$ cat config.mk
export PLATFORM = sky130hd
export DESIGN_NAME = math_multiplier_seq_016_ctrl_flat
export DESIGN_NICKNAME = d
export VERILOG_FILES = /design/src/rtl/math_multiplier_seq_016_ctrl_pkg.sv /design/src/rtl/math_multiplier_seq_016_ctrl_if.sv /design/src/rtl/math_multiplier_seq_016_ctrl_wallace.sv /design/src/rtl/math_multiplier_seq_016_ctrl.sv /design/src/flat_wrapper.sv
export SDC_FILE = /design/constraint.sdc
export NUM_CORES = 1
export LEC_CHECK = 0
export ABC_AREA = 0
export CAP_MARGIN = 20
export CORE_MARGIN = 2
export CORE_UTILIZATION = 64
export CTS_CLUSTER_DIAMETER = 200
export CTS_CLUSTER_SIZE = 24
export DETAILED_ROUTE_END_ITERATION = 8
export PLACE_DENSITY = 0.94
export SYNTH_ARGS = -nofsm -noshare
export SYNTH_HDL_FRONTEND = slang
export SYNTH_SLANG_ARGS = --single-unit
$ cat constraint.sdc
create_clock -name i_clk -period 12.85 [get_ports i_clk]
set_input_delay 1.285 -clock i_clk [delete_from_list [all_inputs] [get_ports i_clk]]
set_output_delay 1.285 -clock i_clk [all_outputs]
set_load 0.005 [all_outputs]
$ cat src/rtl/math_multiplier_seq_016_ctrl_pkg.sv
// Shared types and constants for the sequenced 16x16 multiplier.
// Holds the FSM state enum and the per-pass operand/shift selection.
package math_mul_seq_pkg;

    localparam int N = 16;
    localparam int H = 8;
    localparam int P = 2 * N;

    localparam logic [1:0] LAST_PASS = 2'd3;

    typedef enum logic [1:0] {
        IDLE = 2'd0,
        MUL  = 2'd1,
        DONE = 2'd2
    } state_e;

    typedef struct packed {
        logic       a_hi;
        logic       b_hi;
        logic [4:0] shift;
    } pass_t;

    localparam pass_t PASS0 = '{a_hi: 1'b0, b_hi: 1'b0, shift: 5'd0};
    localparam pass_t PASS1 = '{a_hi: 1'b0, b_hi: 1'b1, shift: 5'd8};
    localparam pass_t PASS2 = '{a_hi: 1'b1, b_hi: 1'b0, shift: 5'd8};
    localparam pass_t PASS3 = '{a_hi: 1'b1, b_hi: 1'b1, shift: 5'd16};

    function automatic pass_t pass_sel(input logic [1:0] cnt);
        pass_t r;
        unique case (cnt)
            2'd0: r = PASS0;
            2'd1: r = PASS1;
            2'd2: r = PASS2;
            default: r = PASS3;
        endcase
        return r;
    endfunction

endpackage

$ cat src/rtl/math_multiplier_seq_016_ctrl_if.sv
// Request/response bundle for the sequenced multiplier.
// master = requester/consumer side, slave = multiplier side.
interface math_multiplier_seq_016_ctrl_if;
    import math_mul_seq_pkg::*;

    logic         i_valid;
    logic         o_ready;
    logic [N-1:0] i_multiplier;
    logic [N-1:0] i_multiplicand;
    logic         o_valid;
    logic         i_ready;
    logic [P-1:0] o_product;
    logic         o_busy;

    modport master (
        output i_valid,
        output i_multiplier,
        output i_multiplicand,
        output i_ready,
        input  o_ready,
        input  o_valid,
        input  o_product,
        input  o_busy
    );

    modport slave (
        input  i_valid,
        input  i_multiplier,
        input  i_multiplicand,
        input  i_ready,
        output o_ready,
        output o_valid,
        output o_product,
        output o_busy
    );

endinterface

$ cat src/rtl/math_multiplier_seq_016_ctrl_wallace.sv
// Combinational 8x8 unsigned multiplier, Wallace tree of 3:2 CSAs.
// Eight partial-product rows reduce 8->6->4->3->2, then one final add.
module math_multiplier_wallace_tree_csa_008 #(
    parameter int N = 8
) (
    input  logic [N-1:0]   i_a,
    input  logic [N-1:0]   i_b,
    output logic [2*N-1:0] o_p
);

    localparam int W = 2 * N;

    logic [W-1:0] pp [8];
    logic [W-1:0] s0, c0, s1, c1, s2, c2;
    logic [W-1:0] s3, c3, s4, c4, s5, c5;

    function automatic logic [2*W-1:0] csa3(
        input logic [W-1:0] x,
        input logic [W-1:0] y,
        input logic [W-1:0] z
    );
        logic [W-1:0] s;
        logic [W-1:0] c;
        s = x ^ y ^ z;
        c = ((x & y) | (x & z) | (y & z)) << 1;
        return {c, s};
    endfunction

    // Partial-product generation and carry-save reduction tree
    always_comb begin
        for (int i = 0; i < 8; i++) begin
            pp[i] = i_b[i] ? (W'(i_a) << i) : '0;
        end
        {c0, s0} = csa3(pp[0], pp[1], pp[2]);
        {c1, s1} = csa3(pp[3], pp[4], pp[5]);
        {c2, s2} = csa3(s0, c0, s1);
        {c3, s3} = csa3(c1, pp[6], pp[7]);
        {c4, s4} = csa3(s2, c2, s3);
        {c5, s5} = csa3(s4, c4, c3);
        o_p      = s5 + c5;
    end

endmodule

$ cat src/rtl/math_multiplier_seq_016_ctrl.sv
// 16x16 unsigned multiplier built from four passes of a shared 8x8 core.
// Each MUL cycle selects an operand-half pair and shift-accumulates.
module math_multiplier_seq_016_ctrl
    import math_mul_seq_pkg::*;
(
    input  logic                            i_clk,
    input  logic                            i_rst,
    math_multiplier_seq_016_ctrl_if.slave   bus
);

    state_e       state_q, state_d;
    logic [1:0]   cnt_q, cnt_d;
    logic [N-1:0] a_q, a_d;
    logic [N-1:0] b_q, b_d;
    logic [P-1:0] acc_q, acc_d;
    logic [P-1:0] prod_q, prod_d;

    pass_t        sel;
    logic [H-1:0] core_a;
    logic [H-1:0] core_b;
    logic [2*H-1:0] core_p;
    logic [P-1:0] pp_sh;
    logic [P-1:0] acc_sum;

    assign sel    = pass_sel(cnt_q);
    assign core_a = sel.a_hi ? a_q[N-1:H] : a_q[H-1:0];
    assign core_b = sel.b_hi ? b_q[N-1:H] : b_q[H-1:0];

    math_multiplier_wallace_tree_csa_008 #(
        .N (H)
    ) u_core (
        .i_a (core_a),
        .i_b (core_b),
        .o_p (core_p)
    );

    assign pp_sh   = P'(core_p) << sel.shift;
    assign acc_sum = acc_q + pp_sh;

    // State, pass counter, operands and accumulator registers
    always_ff @(posedge i_clk or posedge i_rst) begin
        if (i_rst) begin
            state_q <= IDLE;
            cnt_q   <= '0;
            a_q     <= '0;
            b_q     <= '0;
            acc_q   <= '0;
            prod_q  <= '0;
        end else begin
            state_q <= state_d;
            cnt_q   <= cnt_d;
            a_q     <= a_d;
            b_q     <= b_d;
            acc_q   <= acc_d;
            prod_q  <= prod_d;
        end
    end

    // Next-state: accept in IDLE, four accumulate passes, hold in DONE
    always_comb begin
        state_d = state_q;
        cnt_d   = cnt_q;
        a_d     = a_q;
        b_d     = b_q;
        acc_d   = acc_q;
        prod_d  = prod_q;
        unique case (state_q)
            IDLE: begin
                if (bus.i_valid) begin
                    a_d     = bus.i_multiplier;
                    b_d     = bus.i_multiplicand;
                    acc_d   = '0;
                    cnt_d   = '0;
                    state_d = MUL;
                end
            end
            MUL: begin
                acc_d = acc_sum;
                cnt_d = cnt_q + 2'd1;
                if (cnt_q == LAST_PASS) begin
                    prod_d  = acc_sum;
                    state_d = DONE;
                end
            end
            DONE: begin
                if (bus.i_ready) begin
                    state_d = IDLE;
                end
            end
            default: begin
                state_d = IDLE;
            end
        endcase
    end

    // Handshake outputs decode straight from state so reset acts at once
    assign bus.o_ready   = (state_q == IDLE);
    assign bus.o_valid   = (state_q == DONE);
    assign bus.o_busy    = (state_q != IDLE);
    assign bus.o_product = prod_q;

endmodule

$ cat src/flat_wrapper.sv
// flat-port wrapper written by rule: the top's interface ports become plain ports
module math_multiplier_seq_016_ctrl_flat import math_mul_seq_pkg::*;
  (i_clk, i_rst, bus_i_valid, bus_i_multiplier, bus_i_multiplicand, bus_i_ready, bus_o_ready, bus_o_valid, bus_o_product, bus_o_busy);
  math_multiplier_seq_016_ctrl_if bus_i ();
  input  logic i_clk;
  input  logic i_rst;
  input wire logic [$bits(bus_i.i_valid)-1:0] bus_i_valid;
  input wire logic [$bits(bus_i.i_multiplier)-1:0] bus_i_multiplier;
  input wire logic [$bits(bus_i.i_multiplicand)-1:0] bus_i_multiplicand;
  input wire logic [$bits(bus_i.i_ready)-1:0] bus_i_ready;
  output wire logic [$bits(bus_i.o_ready)-1:0] bus_o_ready;
  output wire logic [$bits(bus_i.o_valid)-1:0] bus_o_valid;
  output wire logic [$bits(bus_i.o_product)-1:0] bus_o_product;
  output wire logic [$bits(bus_i.o_busy)-1:0] bus_o_busy;
  assign bus_i.i_valid = bus_i_valid;
  assign bus_i.i_multiplier = bus_i_multiplier;
  assign bus_i.i_multiplicand = bus_i_multiplicand;
  assign bus_i.i_ready = bus_i_ready;
  assign bus_o_ready = bus_i.o_ready;
  assign bus_o_valid = bus_i.o_valid;
  assign bus_o_product = bus_i.o_product;
  assign bus_o_busy = bus_i.o_busy;
  math_multiplier_seq_016_ctrl u_core (.i_clk(i_clk), .i_rst(i_rst), .bus(bus_i));
endmodule
==> impl_metrics.yaml <==
run_status:
  status: "finished, final reports clean"
placement:
  io_buffers: 70
  post-dp-hpwl_um: 14540
  place_congestion: 1.019
  postPlaceCellArea_mm2: 0.008546
detailed_routing:
  via_per_inst: 6.257
  postRouteAntennaNets: 0
  routed-via-count: 6489
  avgRoutedWirePerCell_um: 18.79
  wirelength_um: 19490
  firstDrtPassIters: 5
  drt_iter0_drc: 509
  remaining_drc_errors: 0
global_route:
  grt_pass1_wl_um: 31820
  grt_util_met1_pct: 40.01
  grt_pass1_vias: 6547
  antenna_found_initial: 0
  grt-ovfl-total: 0
  grt_busiest_layer: "met2"
  met3_usage_pct: 7.305
  met2_usage_pct: 51.75
  grtUsageTotal_pct: 31.40
  grt_max_degree: 68
critical_path:
  start_kind: "flop"
  cp-end-kind: "flop"
  critical_path.most_common_cell: "fa_1"
  worstPathArrival_ps: 8990
  path_class: "flop to flop"
  cpMaxStageDelayCell: "nor2_1"
  r2r_slack_ps: 4130
  r2r.worst_path.cells: 27
  cp_max_fo: 17
  reg2reg_to: "u_core.acc_q[30]$_DFFE_PP0P_"
  required_ps: 13120
  slowest_delay_ps: 610
  r2r_start: "u_core.cnt_q[0]$_DFFE_PP0P_"
die:
  num_rows: 40
  die_w_um: 114.2
  die_area_mm2: 0.01304
  io_pins: 71
  die_h_um: 114.2
  coreArea_mm2: 0.01191
  start_util_pct: 65.22
worst_hold_path:
  hold_path_startpoint: "u_core.bus.o_product[3]$_DFFE_PP0P_"
  hold_path_class: "flop to flop"
  min_to: "u_core.bus.o_product[3]$_DFFE_PP0P_"
  hold_path_depth: 2
cts:
  cts_root_buf: "clkbuf_16"
  htree_levels: 3
  cts.clk_slew.worst_paths_ps: 70
  cts_tree: "built"
  worstSkewPairLatency_ps: 360
  hold_buffers: 0
  cts_resized: 0
  clock-sinks: 100
  numCtsBuffers: 9
  post-cts-setup-buffers: 0
  clk_path_buf_depth: 2
sta:
  worst_pin_slew_ps: 962.7
  fin_setup_tns_ps: 0
  slew_headroom_pct: 33.98
  fin_worst_skew_ps: 10.57
  finalHoldViolations: 0
  setup_viol: 0
  max_freq_mhz: 114.6
  post-route-min-period_ps: 8723
  period_share_pct: 67.88
  slew_viol_final: 0
  rsz0062_at_grt: "no"
layout:
  fin_util_pct: 74.53
  stdcell_area_mm2: 0.008877
  seq_area_mm2: 0.002502
  area_growth_pct: 14.27
  multi_input_area_mm2: 0.004905
  diodes: 0
  nFillCells: 825
  nets: 1020
  drive_gt1_share_pct: 9.438
synthesis:
  ys_seq_elements: 100
  ys.flop_type: "dfrtp_1"
  syn_avg_cell_area_um2: 9.304
  syn-num-nets: 970
  synth_edf_count: 0
  synth_area_mm2: 0.007769
  ys_seq_area_share_pct: 32.21
  synthArstFlopShare_pct: 100.0
  yosysWarnings: 0
  synth.distinct_cells: 65
  netlist_instances: 835
flow_run:
  maxCapViolations: 0
-- worst max path at each step --
stage	startpoint	end	slack, ps
6_report	u_core.cnt_q[0]$_DFFE_PP0P_	u_core.acc_q[30]$_DFFE_PP0P_	4130
5_1_grt	u_core.cnt_q[0]$_DFFE_PP0P_	u_core.acc_q[30]$_DFFE_PP0P_	3550
4_1_cts	u_core.cnt_q[0]$_DFFE_PP0P_	u_core.bus.o_product[29]$_DFFE_PP0P_	4080
3_5_place_dp	u_core.cnt_q[0]$_DFFE_PP0P_	u_core.bus.o_product[29]$_DFFE_PP0P_	4080
3_3_place_gp	u_core.cnt_q[0]$_DFFE_PP0P_	u_core.bus.o_product[30]$_DFFE_PP0P_	4430
2_1_floorplan	u_core.cnt_q[0]$_DFFE_PP0P_	u_core.acc_q[31]$_DFFE_PP0P_	5500
-- state kept, by name, summed over array words and instances, names as in the netlist --
name,count
u_core.state_q,2
u_core.a_q,16
u_core.cnt_q,2
u_core.bus.o_product,32
u_core.acc_q,32
u_core.b_q,16
-- synthesized netlist by cell type (all sizes together) (7+ instances only) --
cell type | instances | area share (%)
dfrtp | 100 | 32
a21o | 10 | 0.97
mux2 | 39 | 5.7
clkbuf | 30 | 1.5
nand3 | 49 | 3.2
fa | 40 | 10
mux2i | 21 | 2.7
nor3 | 8 | 0.52
inv | 61 | 2.9
nand2 | 79 | 3.8
o21ai | 80 | 5.2
xnor2 | 23 | 2.7
a21oi | 35 | 2.4
nor2 | 83 | 4.0
xor2 | 12 | 1.4
ha | 59 | 9.5
nand2b | 7 | 0.56
-- cell families after synthesis --
group	Yosys count	synth area share (%)
flip-flops	100	32.21
AND/OR/NAND/NOR	259	15.08
XOR/XNOR	35	4.043
buffers and inverters	97	4.751
multiplexers	60	8.359
adder cells (fa/ha/maj)	99	19.81
AO/OA/AOI/OAI	185	15.75
-- per-layer routing --
| layer | share of wire (%) | wire length [um] |
|---|---|---|
| met5 | 0 | 0 |
| met2 | 49 | 9520 |
| met3 | 7.1 | 1391 |
| met4 | 3.0 | 580 |
| met1 | 41 | 7993 |
-- per-stage QoR --
stage               hold WS (ps)  cells  worst slack [ps]
detailed placement         469.1   1019              4076
CTS                        483.6   1035              4078
global route               513.5   1037              3551
floorplan                  472.6    835              5502
global placement           460.7   1019              4434
finish                     477.0   1037              4127
-- placed cells by master, fill, tap and decap left out, drive strengths merged, types with 3 or more instances in the layout --
cell type / netlist / routed
a2111oi: 3 / 3
a211oi: 4 / 4
a21o: 10 / 10
a21oi: 35 / 35
a22o: 5 / 5
a31oi: 4 / 4
a41oi: 3 / 3
and2: 3 / 3
and3: 6 / 6
buf: 6 / 5
clkbuf: 30 / 12
clkdlybuf4s50: 0 / 70
dfrtp: 100 / 100
fa: 40 / 40
ha: 59 / 59
inv: 61 / 61
mux2: 39 / 39
mux2i: 21 / 21
nand2: 79 / 79
nand2b: 7 / 7
nand3: 49 / 49
nand4: 5 / 5
nor2: 83 / 83
nor2b: 5 / 5
nor3: 8 / 8
o211ai: 6 / 6
o21a: 5 / 5
o21ai: 80 / 80
o21bai: 3 / 3
o22ai: 3 / 3
o31a: 3 / 3
o31ai: 5 / 5
or2: 4 / 4
or3: 4 / 4
xnor2: 23 / 23
xor2: 12 / 12
-- cell type report --
cell class | count | area share, %
clock inverter | 4 | 0.5356
sequential | 100 | 28.19
multi-input combinational | 638 | 55.25
inverter | 61 | 2.607
clock buffer | 12 | 2.889
tap | 147 | 2.072
timing repair buffer | 75 | 8.457
-- critical path: cells and delay by family (launching register included) --
family                   cells  cell delay (ps)
adder cells (fa/ha/maj)      7             3360
AO/OA/AOI/OAI                8             2050
AND/OR/NAND/NOR              7             1500
multiplexers                 1              600
flip-flops                   1              420
buffers and inverters        3              400
XOR/XNOR                     1              280
Power is left out: the tool's default activity adds up to more than one toggle a clock period on the data nets, which glitch-free logic cannot reach.
